`src/rtl/vga_timing_gen.sv`:
```
// vga_timing_gen: free-running raster counters with pipeline-aligned
// sync/de plus frame_start, tick and frame_count frame events.
module vga_timing_gen #(
  parameter int   H_ACTIVE    = 640,
  parameter int   H_FP        = 16,
  parameter int   H_SYNC      = 96,
  parameter int   H_BP        = 48,
  parameter int   V_ACTIVE    = 480,
  parameter int   V_FP        = 10,
  parameter int   V_SYNC      = 2,
  parameter int   V_BP        = 33,
  parameter logic SYNC_POL    = 1'b0,
  parameter int   PIPE_DELAY  = 1,
  parameter int   TICK_FRAMES = 30
) (
  input  logic        pxl_clk,
  input  logic        rst_n,
  output logic [9:0]  x,
  output logic [9:0]  y,
  output logic        active,
  output logic        hsync,
  output logic        vsync,
  output logic        de,
  output logic        frame_start,
  output logic        tick,
  output logic [15:0] frame_count
);

  localparam int H_TOTAL = H_ACTIVE + H_FP + H_SYNC + H_BP;
  localparam int V_TOTAL = V_ACTIVE + V_FP + V_SYNC + V_BP;

  localparam logic [9:0] HA     = 10'(H_ACTIVE);
  localparam logic [9:0] HS_ON  = 10'(H_ACTIVE + H_FP);
  localparam logic [9:0] HS_OFF = 10'(H_ACTIVE + H_FP + H_SYNC);
  localparam logic [9:0] HL     = 10'(H_TOTAL - 1);
  localparam logic [9:0] VA     = 10'(V_ACTIVE);
  localparam logic [9:0] VS_ON  = 10'(V_ACTIVE + V_FP);
  localparam logic [9:0] VS_OFF = 10'(V_ACTIVE + V_FP + V_SYNC);
  localparam logic [9:0] VL     = 10'(V_TOTAL - 1);
  localparam logic [15:0] TF_M1 = 16'(TICK_FRAMES - 1);

  if (H_TOTAL > 1024 || V_TOTAL > 1024) begin : g_bad_total
    $error("vga_timing_gen: H_TOTAL/V_TOTAL exceed 1024");
  end
  if (PIPE_DELAY < 0 || PIPE_DELAY > 7) begin : g_bad_pipe
    $error("vga_timing_gen: PIPE_DELAY out of 0..7");
  end
  if (TICK_FRAMES < 1 || TICK_FRAMES > 65535) begin : g_bad_tick
    $error("vga_timing_gen: TICK_FRAMES out of 1..65535");
  end

  logic [9:0]  x_nx;
  logic [9:0]  y_nx;
  logic        act_nx;
  logic        hs_nx;
  logic        vs_nx;
  logic        home_nx;
  logic        blank_nx;
  logic [15:0] tdiv;

  // Stage 0 holds the undelayed decode; stage PIPE_DELAY feeds the pins.
  logic [PIPE_DELAY:0] hs_p;
  logic [PIPE_DELAY:0] vs_p;
  logic [PIPE_DELAY:0] de_p;

  // Next raster position and the decodes describing it.
  always_comb begin
    x_nx = x + 10'd1;
    y_nx = y;
    if (x == HL) begin
      x_nx = '0;
      y_nx = (y == VL) ? '0 : y + 10'd1;
    end
    act_nx   = (x_nx < HA) && (y_nx < VA);
    hs_nx    = (x_nx >= HS_ON) && (x_nx < HS_OFF)
               ? SYNC_POL : ~SYNC_POL;
    vs_nx    = (y_nx >= VS_ON) && (y_nx < VS_OFF)
               ? SYNC_POL : ~SYNC_POL;
    home_nx  = (x_nx == '0) && (y_nx == '0);
    blank_nx = (x_nx == HA) && (y_nx == VA);
  end

  // Raster counters and frame events.
  always_ff @(posedge pxl_clk or negedge rst_n) begin
    if (!rst_n) begin
      x           <= HL;
      y           <= VL;
      frame_start <= 1'b0;
      frame_count <= 16'hFFFF;
      tick        <= 1'b0;
      tdiv        <= '0;
    end else begin
      x           <= x_nx;
      y           <= y_nx;
      frame_start <= home_nx;
      tick        <= blank_nx && (tdiv == TF_M1);
      if (home_nx) begin
        frame_count <= frame_count + 16'd1;
      end
      if (blank_nx) begin
        tdiv <= (tdiv == TF_M1) ? '0 : tdiv + 16'd1;
      end
    end
  end

  // Sync/de delay line; reset fills it with inactive levels.
  always_ff @(posedge pxl_clk or negedge rst_n) begin
    if (!rst_n) begin
      hs_p <= {(PIPE_DELAY + 1){~SYNC_POL}};
      vs_p <= {(PIPE_DELAY + 1){~SYNC_POL}};
      de_p <= '0;
    end else begin
      hs_p[0] <= hs_nx;
      vs_p[0] <= vs_nx;
      de_p[0] <= act_nx;
      for (int i = 1; i <= PIPE_DELAY; i++) begin
        hs_p[i] <= hs_p[i-1];
        vs_p[i] <= vs_p[i-1];
        de_p[i] <= de_p[i-1];
      end
    end
  end

  assign active = de_p[0];
  assign de     = de_p[PIPE_DELAY];
  assign hsync  = hs_p[PIPE_DELAY];
  assign vsync  = vs_p[PIPE_DELAY];

endmodule

```
`config.mk`:
```
export PLATFORM = sky130hd
export DESIGN_NAME = vga_timing_gen
export DESIGN_NICKNAME = d
export VERILOG_FILES = /design/src/rtl/vga_timing_gen.sv
export SDC_FILE = /design/constraint.sdc
export NUM_CORES = 1
export LEC_CHECK = 0
export ABC_AREA = 1
export BUFFER_PORTS_ARGS = -buffer_cell sky130_fd_sc_hd__buf_2
export CAP_MARGIN = 40
export CORE_MARGIN = 5
export CORE_UTILIZATION = 50
export CTS_CLUSTER_SIZE = 8
export DETAILED_ROUTE_END_ITERATION = 16
export HOLD_SLACK_MARGIN = 0.08
export PLACE_DENSITY = 0.83
export SLEW_MARGIN = 20
export SYNTH_ARGS = -nofsm -noshare
export SYNTH_HDL_FRONTEND = slang
export SYNTH_SLANG_ARGS = --single-unit
```
`constraint.sdc`:
```
create_clock -name pxl_clk -period 2.15 [get_ports pxl_clk]
set_clock_uncertainty 0.2 [all_clocks]
set_input_delay 0 -clock pxl_clk [delete_from_list [all_inputs] [get_ports pxl_clk]]
set_output_delay 0 -clock pxl_clk [all_outputs]
set_load 0.02 [all_outputs]
```
==> impl_metrics.py <==
metrics = {
    "global_route": {
        "antenna_found_initial": 0,
        "grt_max_degree": 34,
        "grt_usage_pct": 24.1,
        "grt_pass1_wl_um": 19400,
        "grt_overflow": 0,
        "grt_pass1_vias": 4236,
    },
    "drt": {
        "first_pass_iters": 7,
        "wl_per_cell_um": 16.5,
        "ant_nets": 0,
        "drc": 0,
        "dr_total_vias": 4394,
        "drtIter0Drc": 298,
        "wirelength_um": 12700,
        "routed_via_density": 5.73,
    },
    "power": {
        "power_density_mw_per_mm2": 429,
        "finalPower_mw": 2.32,
        "ir_drop_v": 0.000237,
        "leakage_nw": 2.78,
    },
    "yosys": {
        "synth_edf_count": 0,
        "synth_largest_area_cell": "dfstp_2",
        "syn_nets": 542,
        "synth_area_leaders": "dfstp_2 20%, dfrtp_1 19%, nand2_1 15%",
        "syn_inst": 533,
        "ys_ff_latch": 60,
        "yosysTopAreaCellShare_pct": 19.6,
        "netlist_area_mm2": 0.00402,
        "synth_area_per_cell_um2": 7.54,
        "ys.flop_type": "dfstp_2",
        "synth-async-reset-ratio_pct": 100,
        "ys_types": 37,
        "seq_area_frac_synth_pct": 38.3,
        "synth_warnings": 0,
        "yosys-top-cells-count": "164 x nand2_1, 63 x inv_1, 52 x nor2_1, 45 x nand4_1",
        "synth.most_common_cell": "nand2_1",
    },
    "worst_setup_path": {
        "worstPathRequired_ns": 2.24,
        "path_class": "reg2reg",
        "arrival_ns": 2.68,
        "crit_path_start_kind": "register",
        "path_max_fanout": 9,
        "cp-end-kind": "register",
    },
    "timing": {
        "fin_ws_ns": -0.437,
        "fin_setup_tns_ns": -12.81,
        "worstMarginPinSlew_ns": 0.526,
        "slew_headroom_pct": 64.6,
        "slew_violations": 0,
        "finalHoldViolCount": 0,
        "finalSetupViolCount": 37,
        "fmaxAchievable_mhz": 387,
        "post-route-min-period_ns": 2.59,
        "rsz0062_at_grt": "yes",
        "min_period_over_period_pct": 120,
    },
    "clocking": {
        "clock_latency_ns": 0.35,
        "clk_pin_slew_ns": 0.07,
        "cts_sinks": 60,
        "cts_root_buf": "clkbuf_8",
        "cts_tree": "yes",
        "htree_levels": 3,
        "cts_buffer_depth": 2,
        "cts_buffers": 9,
    },
    "worst_hold_path": {
        "hold_class": "reg2reg",
    },
    "floorplanning": {
        "coreArea_mm2": 0.00777,
        "dieWidth_um": 99.7,
        "die_area_mm2": 0.00994,
        "num_rows": 32,
        "die_h_um": 99.7,
        "start_util_pct": 51.8,
        "ioPinCount": 44,
    },
    "placement": {
        "portBuffers": 43,
        "dp_hpwl_um": 7910,
        "gp_congestion": 0.963,
        "dp_cells": 733,
    },
    "final_layout": {
        "num_antenna_cells": 0,
        "final_core_util_pct": 69.6,
        "nFillCells": 540,
        "final_layout_size_suffix_gt1_share_pct": 37.6,
        "layout.nets": 669,
        "final_cells": 767,
        "synthToLayoutAreaGrowth_pct": 34.5,
    },
    "outcome": {
        "violations": "setup timing",
        "status": "finished with violations",
    },
    "flow_run": {
        "drv_cap": 0,
    },
}
-- layout make-up --
cell class | instances | area (um^2) | area share (%)
multi-input cells | 396 | 2340 | 43.2
clock buffers | 12 | 145 | 2.68
repair buffers | 125 | 930 | 17.2
flip-flops and latches | 60 | 1540 | 28.5
clock inverters | 4 | 72.6 | 1.34
inverters | 68 | 258 | 4.77
well taps | 102 | 128 | 2.36
-- worst paths after layout --
| check | from | to | slack [ns] | cells past startpoint |
|---|---|---|---|---|
| worst max register to register | x[0] | frame_count[4] | -0.44 | 12 |
| worst min register to register | vs_p[0] | vs_p[1] | 0.16 | 0 |
| max in group asynchronous | rst_n | frame_count[11] | 0.80 | 4 |
| worst max-delay path | x[0] | frame_count[4] | -0.44 | 12 |
| min in group asynchronous | rst_n | y[0] | 0.57 | 4 |
| worst min-delay path | vs_p[0] | vs_p[1] | 0.16 | 0 |
-- critical path, stage by stage (launching register included) --
cell and delay (ns):
dfstp_2 0.57, ha_4 0.17, nand2_2 0.07, nor2_4 0.20, nand4_4 0.22, nand2_2 0.15
inv_2 0.08, nor2_4 0.21, nand2_4 0.09, nor2_8 0.17, buf_6 0.16, nand4_1 0.13
nand2_2 0.10
-- per-stage QoR --
stage	setup slack (ns)	hold WS [ns]	cell area (um^2)
2_1_floorplan	-0.169	-0.496	4040
3_3_place_gp	-0.157	-0.174	4820
3_5_place_dp	-0.239	-0.163	4820
4_1_cts	-0.239	0.157	5190
5_1_grt	-0.532	0.159	5410
6_report	-0.437	0.157	5410
-- layout by cell type, fill, tap and decap left out, types with 10 or more instances in the layout --
cell type / count
nand2_1: 145
clkbuf_8: 10
nand4_1: 45
inv_1: 62
dfrtp_1: 30
nor2_1: 43
nand2_2: 29
xor2_1: 18
dfstp_2: 30
nand3_1: 26
buf_2: 44
nor3_1: 10
nor2_4: 12
buf_4: 65
-- cell families (layout without fill, tap and decap cells) --
logic type,count (synthesis),count (layout),share of synthesized area [%]
AND/OR/NAND/NOR,348,350,43.3
buffers and inverters,79,209,8.62
flip-flops,60,60,38.3
XOR/XNOR,25,25,5.44
AO/OA/AOI/OAI,14,14,2.18
adder cells (fa/ha/maj),7,7,2.18
-- report_power, final --
part | internal (mW) | leakage, nW | switching, mW
logic | 0.00542 | 1.96 | 0.0229
registers | 1.13 | 0.715 | 0
clock network | 0.684 | 0.107 | 0.477
total | 1.82 | 2.78 | 0.500
-- repair_timing --
item,in CTS,in global routing
gates resized for setup,21,34
hold buffers,2,0
buffers inserted,4,9
pin swaps,4,20
cloned,2,1
setup endpoints to repair,37,37
hold endpoints to repair,60,0
-- state kept, by name, indices dropped and copies added, names as in the netlist --
register and cells:
frame_start 1, x 10, tdiv 16, hs_p 2
y 10, frame_count 16, tick 1, vs_p 2
de_p 2
-- routing by layer --
layer	track usage [%]	share of wire, %	up-vias
li1	-	-	1979
met1	27.6	38	2091
met2	41.8	50	261
met5	0	0	-
met3	4.70	7.8	63
met4	13.8	4.6	0
Note: power is estimated with default switching activity, not from simulation.
